--- src/rtl/alu_issue_pkg.sv ---
// Shared types for alu_op_issuer: FSM state encoding, flag bit positions
// and the packed architectural flag record.
package alu_issue_pkg;

  typedef enum logic [1:0] {
    IDLE = 2'd0,
    LO   = 2'd1,
    HI   = 2'd2,
    RESP = 2'd3
  } state_t;

  // Bit positions inside the 4-bit {O, N, C, Z} flags output.
  localparam int FLAG_Z = 0;
  localparam int FLAG_C = 1;
  localparam int FLAG_N = 2;
  localparam int FLAG_O = 3;

  // Field order keeps z at bit FLAG_Z so the low nibble maps onto flags.
  typedef struct packed {
    logic cmp;
    logic o;
    logic n;
    logic c;
    logic z;
  } alu_flags_t;

  function automatic logic [3:0] flag_nibble(input alu_flags_t f);
    logic [3:0] v;
    v         = '0;
    v[FLAG_Z] = f.z;
    v[FLAG_C] = f.c;
    v[FLAG_N] = f.n;
    v[FLAG_O] = f.o;
    return v;
  endfunction

endpackage

--- src/rtl/alu_flag_reg.sv ---
// Architectural flag register (Z, C, N, O, CMP): loads on the update strobe,
// clears synchronously on rst.
module alu_flag_reg
  import alu_issue_pkg::*;
(
  input  logic       clk,
  input  logic       rst,
  input  logic       upd,
  input  alu_flags_t d,
  output alu_flags_t q
);

  // NOTE: sequential state is written with non-blocking assignments so every
  // register samples the pre-edge values regardless of block ordering.
  always_ff @(posedge clk) begin
    if (rst)      q <= '0;
    else if (upd) q <= d;
  end

endmodule

--- src/rtl/alu_op_issuer.sv ---
// Sequences 8-bit ALU cycles for decoded operations and returns results.
// Define WIDE16_EN to build the chained 16-bit (HI cycle) path.
module alu_op_issuer
  import alu_issue_pkg::*;
#(
  parameter int CINS_W = 8
) (
  input  logic              clk,
  input  logic              rst,
  input  logic              req_valid,
  output logic              req_ready,
  input  logic [CINS_W-1:0] req_cins,
  input  logic              req_wide,
  input  logic              req_use_c,
  input  logic [15:0]       req_a,
  input  logic [15:0]       req_b,
  output logic [7:0]        alu_a,
  output logic [7:0]        alu_b,
  output logic [CINS_W-1:0] alu_cins,
  output logic              alu_oe,
  output logic              alu_carryin,
  input  logic [7:0]        alu_result,
  input  logic              alu_carryout,
  input  logic              alu_overout,
  input  logic              alu_cmpo,
  output logic              rsp_valid,
  input  logic              rsp_ready,
  output logic [15:0]       rsp_result,
  output logic [3:0]        flags,
  output logic              cmp_flag
);

`ifdef WIDE16_EN
  localparam int OPW = 16;
`else
  localparam int OPW = 8;
`endif

  state_t            state, state_next;
  logic [CINS_W-1:0] cins_q;
  logic              use_c_q;
  logic [OPW-1:0]    a_q, b_q;
  logic [7:0]        res_lo;
  logic              last_cycle;
  logic              lo_zero;
  alu_flags_t        flag_d, flag_q;

`ifdef WIDE16_EN
  logic              wide_q;
  logic              chain_c;
  logic [7:0]        res_hi;
`else
  logic              unused_hi;
  assign unused_hi = ^{req_wide, req_a[15:8], req_b[15:8]};
`endif

  // NOTE: operand and result registers are reset too, because rsp_result
  // must read 0 straight out of reset, not whatever powered up.
  always_ff @(posedge clk) begin
    if (rst) begin
      state   <= IDLE;
      cins_q  <= '0;
      use_c_q <= 1'b0;
      a_q     <= '0;
      b_q     <= '0;
      res_lo  <= '0;
`ifdef WIDE16_EN
      wide_q  <= 1'b0;
      chain_c <= 1'b0;
      res_hi  <= '0;
`endif
    end else begin
      state <= state_next;
      case (state)
        IDLE: if (req_valid) begin
          cins_q  <= req_cins;
          use_c_q <= req_use_c;
          a_q     <= req_a[OPW-1:0];
          b_q     <= req_b[OPW-1:0];
`ifdef WIDE16_EN
          wide_q  <= req_wide;
`endif
        end
        LO: begin
          res_lo  <= alu_result;
`ifdef WIDE16_EN
          chain_c <= alu_carryout;
`endif
        end
`ifdef WIDE16_EN
        HI: res_hi <= alu_result;
`endif
        default: ;
      endcase
    end
  end

  // NOTE: every output of this block gets a default first, so no path through
  // the case statement can leave a signal unassigned and infer a latch.
  always_comb begin
    state_next  = state;
    req_ready   = 1'b0;
    rsp_valid   = 1'b0;
    alu_a       = '0;
    alu_b       = '0;
    alu_cins    = '0;
    alu_oe      = 1'b0;
    alu_carryin = 1'b0;
    last_cycle  = 1'b0;
    case (state)
      IDLE: begin
        req_ready = 1'b1;
        if (req_valid) state_next = LO;
      end
      LO: begin
        alu_a       = a_q[7:0];
        alu_b       = b_q[7:0];
        alu_cins    = cins_q;
        alu_oe      = 1'b1;
        alu_carryin = use_c_q & flag_q.c;
`ifdef WIDE16_EN
        last_cycle  = ~wide_q;
        state_next  = wide_q ? HI : RESP;
`else
        last_cycle  = 1'b1;
        state_next  = RESP;
`endif
      end
`ifdef WIDE16_EN
      HI: begin
        alu_a       = a_q[15:8];
        alu_b       = b_q[15:8];
        alu_cins    = cins_q;
        alu_oe      = 1'b1;
        alu_carryin = chain_c;
        last_cycle  = 1'b1;
        state_next  = RESP;
      end
`endif
      RESP: begin
        rsp_valid = 1'b1;
        if (rsp_ready) state_next = IDLE;
      end
      default: state_next = IDLE;
    endcase
  end

  // Zero flag covers the whole result: in HI the already-captured low byte counts.
  assign lo_zero = (state == HI) ? (res_lo == 8'h00) : 1'b1;

  always_comb begin
    flag_d     = '0;
    flag_d.c   = alu_carryout;
    flag_d.o   = alu_overout;
    flag_d.n   = alu_result[7];
    flag_d.cmp = alu_cmpo;
    flag_d.z   = lo_zero && (alu_result == 8'h00);
  end

  alu_flag_reg u_flag_reg (
    .clk (clk),
    .rst (rst),
    .upd (last_cycle),
    .d   (flag_d),
    .q   (flag_q)
  );

  assign flags    = flag_nibble(flag_q);
  assign cmp_flag = flag_q.cmp;

`ifdef WIDE16_EN
  assign rsp_result = {res_hi, res_lo};
`else
  assign rsp_result = {8'h00, res_lo};
`endif

endmodule
--- config.mk ---
export PLATFORM = sky130hd
export DESIGN_NAME = alu_op_issuer
export DESIGN_NICKNAME = d
export VERILOG_FILES = /design/src/rtl/alu_issue_pkg.sv /design/src/rtl/alu_flag_reg.sv /design/src/rtl/alu_op_issuer.sv
export SDC_FILE = /design/constraint.sdc
export NUM_CORES = 1
export LEC_CHECK = 0
export ABC_CLOCK_PERIOD_IN_PS = 1200
export BUFFER_PORTS_ARGS = -buffer_cell sky130_fd_sc_hd__buf_4
export CELL_PAD_IN_SITES_DETAIL_PLACEMENT = 1
export CELL_PAD_IN_SITES_GLOBAL_PLACEMENT = 1
export CORE_ASPECT_RATIO = 1.25
export CORE_UTILIZATION = 25
export CTS_BUF_LIST = sky130_fd_sc_hd__clkbuf_8 sky130_fd_sc_hd__clkbuf_16
export DETAILED_ROUTE_END_ITERATION = 10
export GPL_ROUTABILITY_DRIVEN = 0
export PLACE_DENSITY_LB_ADDON = 0.15
export SYNTH_ARGS = -nofsm -noshare
export SYNTH_HDL_FRONTEND = slang
export SYNTH_SLANG_ARGS = --single-unit
--- constraint.sdc ---
create_clock -name clk -period 1.2 [get_ports clk]
set_input_delay 0 -clock clk [delete_from_list [all_inputs] [get_ports clk]]
set_output_delay 0 -clock clk [all_outputs]
set_load 0.01 [all_outputs]
==> summary.md <==
| Metric | Value |
|---|---|
| Final critical-path required period | `1310 ps` |
| Syn Std Cell Area | `1670 sq um` |
| Grt total ovfl | `0` |
| Die ar. | `7000 sq um` |
| Die W | `75.1 um` |
| Core Region | `6290 sq um` |
| N_diodes | `0` |
| Leak | `around 1.5 nW` |
| DP Cell Count | `371` |
| Critical path, cell by cell | `buf_6 -> nand2b_4 -> inv_8 -> buf_12 -> and2_4 -> buf_4` |
| Clock Power Share | `27.1%` |
| Yosys warns | `0` |
| Synth top area cells | `dfxtp_1, nand2_1, a21oi_1` |
| CP Class | `flip-flop to primary output` |
| HP Class | `primary input to flip-flop` |
| Final HPWL DP | `between 3 and 4 mm` |
| Switch share | `28.0%` |
| Final setup skew | `3.15 ps` |
| Row cnt | `32` |
| Root buf cell | `clkbuf_8` |
| Endpoints failing hold | `0` |
| Final wirelength | `5.87 mm` |
| Vias in the first global route | `~1900` |
| Insertion delay to the later sink of the worst-skew pair | `280 ps` |
| Arrival time worst endpoint | `1310 ps` |
| Element type at the critical path end | `primary output` |
| H-tree depth | `2` |
| Total Power | `3.32 mW` |
| Bufs and invs on worst path | `4` |
| Area Overhead vs Synth | `95.9%` |
| PortBufs | `80` |
| Cells after Synth | `211` |
| Syn Area/Cell | `7.90 sq um` |
| Comb power frac | `between 20% and 30%` |
| CTS Buf Count | `5` |
| First-pass GRT wire length | `8.72 mm` |
| Iteration count of the initial detailed-routing pass | `3` |
| GRT Resource Usage Total | `16.8%` |
| Die H | `93.3 um` |
| Pins Over Slew Limit | `0` |
| Synth top area share | `46.8%` |
| Max Clock Freq | `0.762 GHz` |
| Power Internal | `around 2.4 mW` |
| Share of cells above drive strength 1 | `49.0%` |
| Core Util, Final | `between 50% and 60%` |
| DRC Markers | `0` |
| Num ports | `roughly 110` |
| Psw | `about 0.9 mW` |
| Post-Layout Cell Count | `426` |
| Status | `finished with violations` |
| Maximum vdd drop | `about 0.00049 V` |
| Fillers | `733` |
| Avg WL per Cell | `13.8 um` |
| Largest net degree at the start of global routing | `22` |
| Area leader, netlist | `dfxtp_1` |
| Final period util | `109%` |
| # setup viols final | `50` |
| Initial drt markers | `45` |
| CTS tree | `yes` |
| Failing checks | `negative setup slack` |
| Initial antenna violation count | `0` |
| Unrepaired setup endpoints after global routing | `true` |
| PD cells | `1020 nW/um^2` |
| Max_cap viols | `0` |
| Critical Path Fanout Max | `13` |
| Via count | `1830` |
| CTS Sinks | `39` |
| Final ANT Viol Nets | `0` |
| Initial Util | `26.5%` |
| Worst setup margin | `-112 ps` |
| Clk buf depth | `2` |
| Via-per-instance ratio | `4.30` |
| CP max stage delay | `330 ps` |
| Setup_tns | `-3790 ps` |
| Yosys reg bits | `39` |
| Reg power frac | `43.1%` |
| WP data required | `1200 ps` |
| Final Net Count | `398` |
| Unique masters post-synth | `23` |
| Sequential area share after synthesis | `46.8%` |
| Critical path's top delay family | `buffers and inverters` |
| Critical path startpoint category | `flip-flop` |
| Clk slew on worst S/H paths | `80 ps` |
| Worst hold slack | `69.1 ps` |
| CP max-delay cell | `dfxtp_2` |
==> power by group through the flow <==
stage,logic [mW],clock network (mW),registers (mW)
2_1_floorplan,0.332,0,1.46
3_3_place_gp,0.603,0,1.45
3_5_place_dp,0.604,0,1.46
4_1_cts,0.844,0.955,1.43
5_1_grt,1.07,0.999,1.44
6_report,0.987,0.899,1.43
==> through the flow <==
| stage | area, sq um | setup slack, ps |
|---|---|---|
| after floorplan | 1700 | 3.06 |
| after global placement | 2320 | 31.7 |
| after detailed placement | 2320 | -8.85 |
| after CTS | 3020 | -121 |
| after global routing | 3270 | -168 |
| final | 3270 | -112 |
==> layer usage <==
layer,track usage (%),up-vias,wire length [um]
met5,0,-,0
met4,5.82,0,46
li1,-,907,-
met3,3.99,5,300
met2,31.5,54,3340
met1,17.6,864,2180
==> state kept, by name, summed over array words and instances, names as in the netlist <==
| register | cells |
|---|---|
| state | 2 |
| use_c_q | 1 |
| a_q | 8 |
| u_flag_reg.q | 4 |
| res_lo | 8 |
| b_q | 8 |
| cins_q | 8 |
==> cells by family (layout without fill, tap and decap cells) <==
logic type	after synthesis	count (layout)	synth area share (%)
buffers and inverters	25	148	11.4
DFF	39	39	46.8
AOI/OAI and AO/OA	38	38	11.6
and+or+nand+nor	108	108	30.0
other	1	8	0.225
==> final timing paths <==
| kind | from | end | slack [ps] | cells past startpoint |
|---|---|---|---|---|
| worst max register to register | state[0] | use_c_q | -100 | 7 |
| worst min register to register | u_flag_reg.q[0] | u_flag_reg.q[0] | 450 | 2 |
| worst min-delay path | rst | a_q[5] | 70 | 2 |
| worst max-delay path | state[0] | alu_cins[5] | -110 | 6 |
==> Yosys cell counts (all sizes together) <==
| master | instances |
|---|---|
| buf | 18 |
| nand2b | 1 |
| nand2 | 73 |
| or3b | 1 |
| inv | 2 |
| and2 | 25 |
| nand3 | 1 |
| clkbuf | 5 |
| a211oi | 1 |
| nor2 | 1 |
| nor3b | 2 |
| and3 | 1 |
| dfxtp | 39 |
| a21oi | 37 |
| conb | 1 |
| or2 | 1 |
| nor4 | 2 |
==> cells in the final DEF, fill, tap and decap left out, drive strengths merged, types with 2 or more instances in the layout <==
cell type / Yosys / final
dfxtp: 39 / 39
nor4: 2 / 2
nor3b: 2 / 2
a21oi: 37 / 37
conb: 1 / 8
nand2: 73 / 73
dlygate4sd3: 0 / 37
and2: 25 / 25
clkbuf: 5 / 7
buf: 18 / 101
inv: 2 / 2
==> cell type report <==
cell class                      count  area [sq um]  area share (%)
Timing Repair Buffer              139          1350            41.3
Multi-Input combinational cell    154           927            28.4
Sequential cell                    39           783            24.0
Tap cell                           85           106            3.25
Clock inverter                      1          5.00           0.153
Clock buffer                        6          82.6            2.53
Inverter                            2          15.0           0.459
==> repair_timing <==
item | CTS | global route
gates cloned | 2 | 3
pin swaps | 6 | 23
gates resized for setup | 46 | 61
hold buffers | 37 | 0
buffers inserted | 5 | 2
hold endpoints to repair | 38 | 0
endpoints found under the setup margin | 39 | 55
No activity file was read; power rests on OpenSTA's default activity.
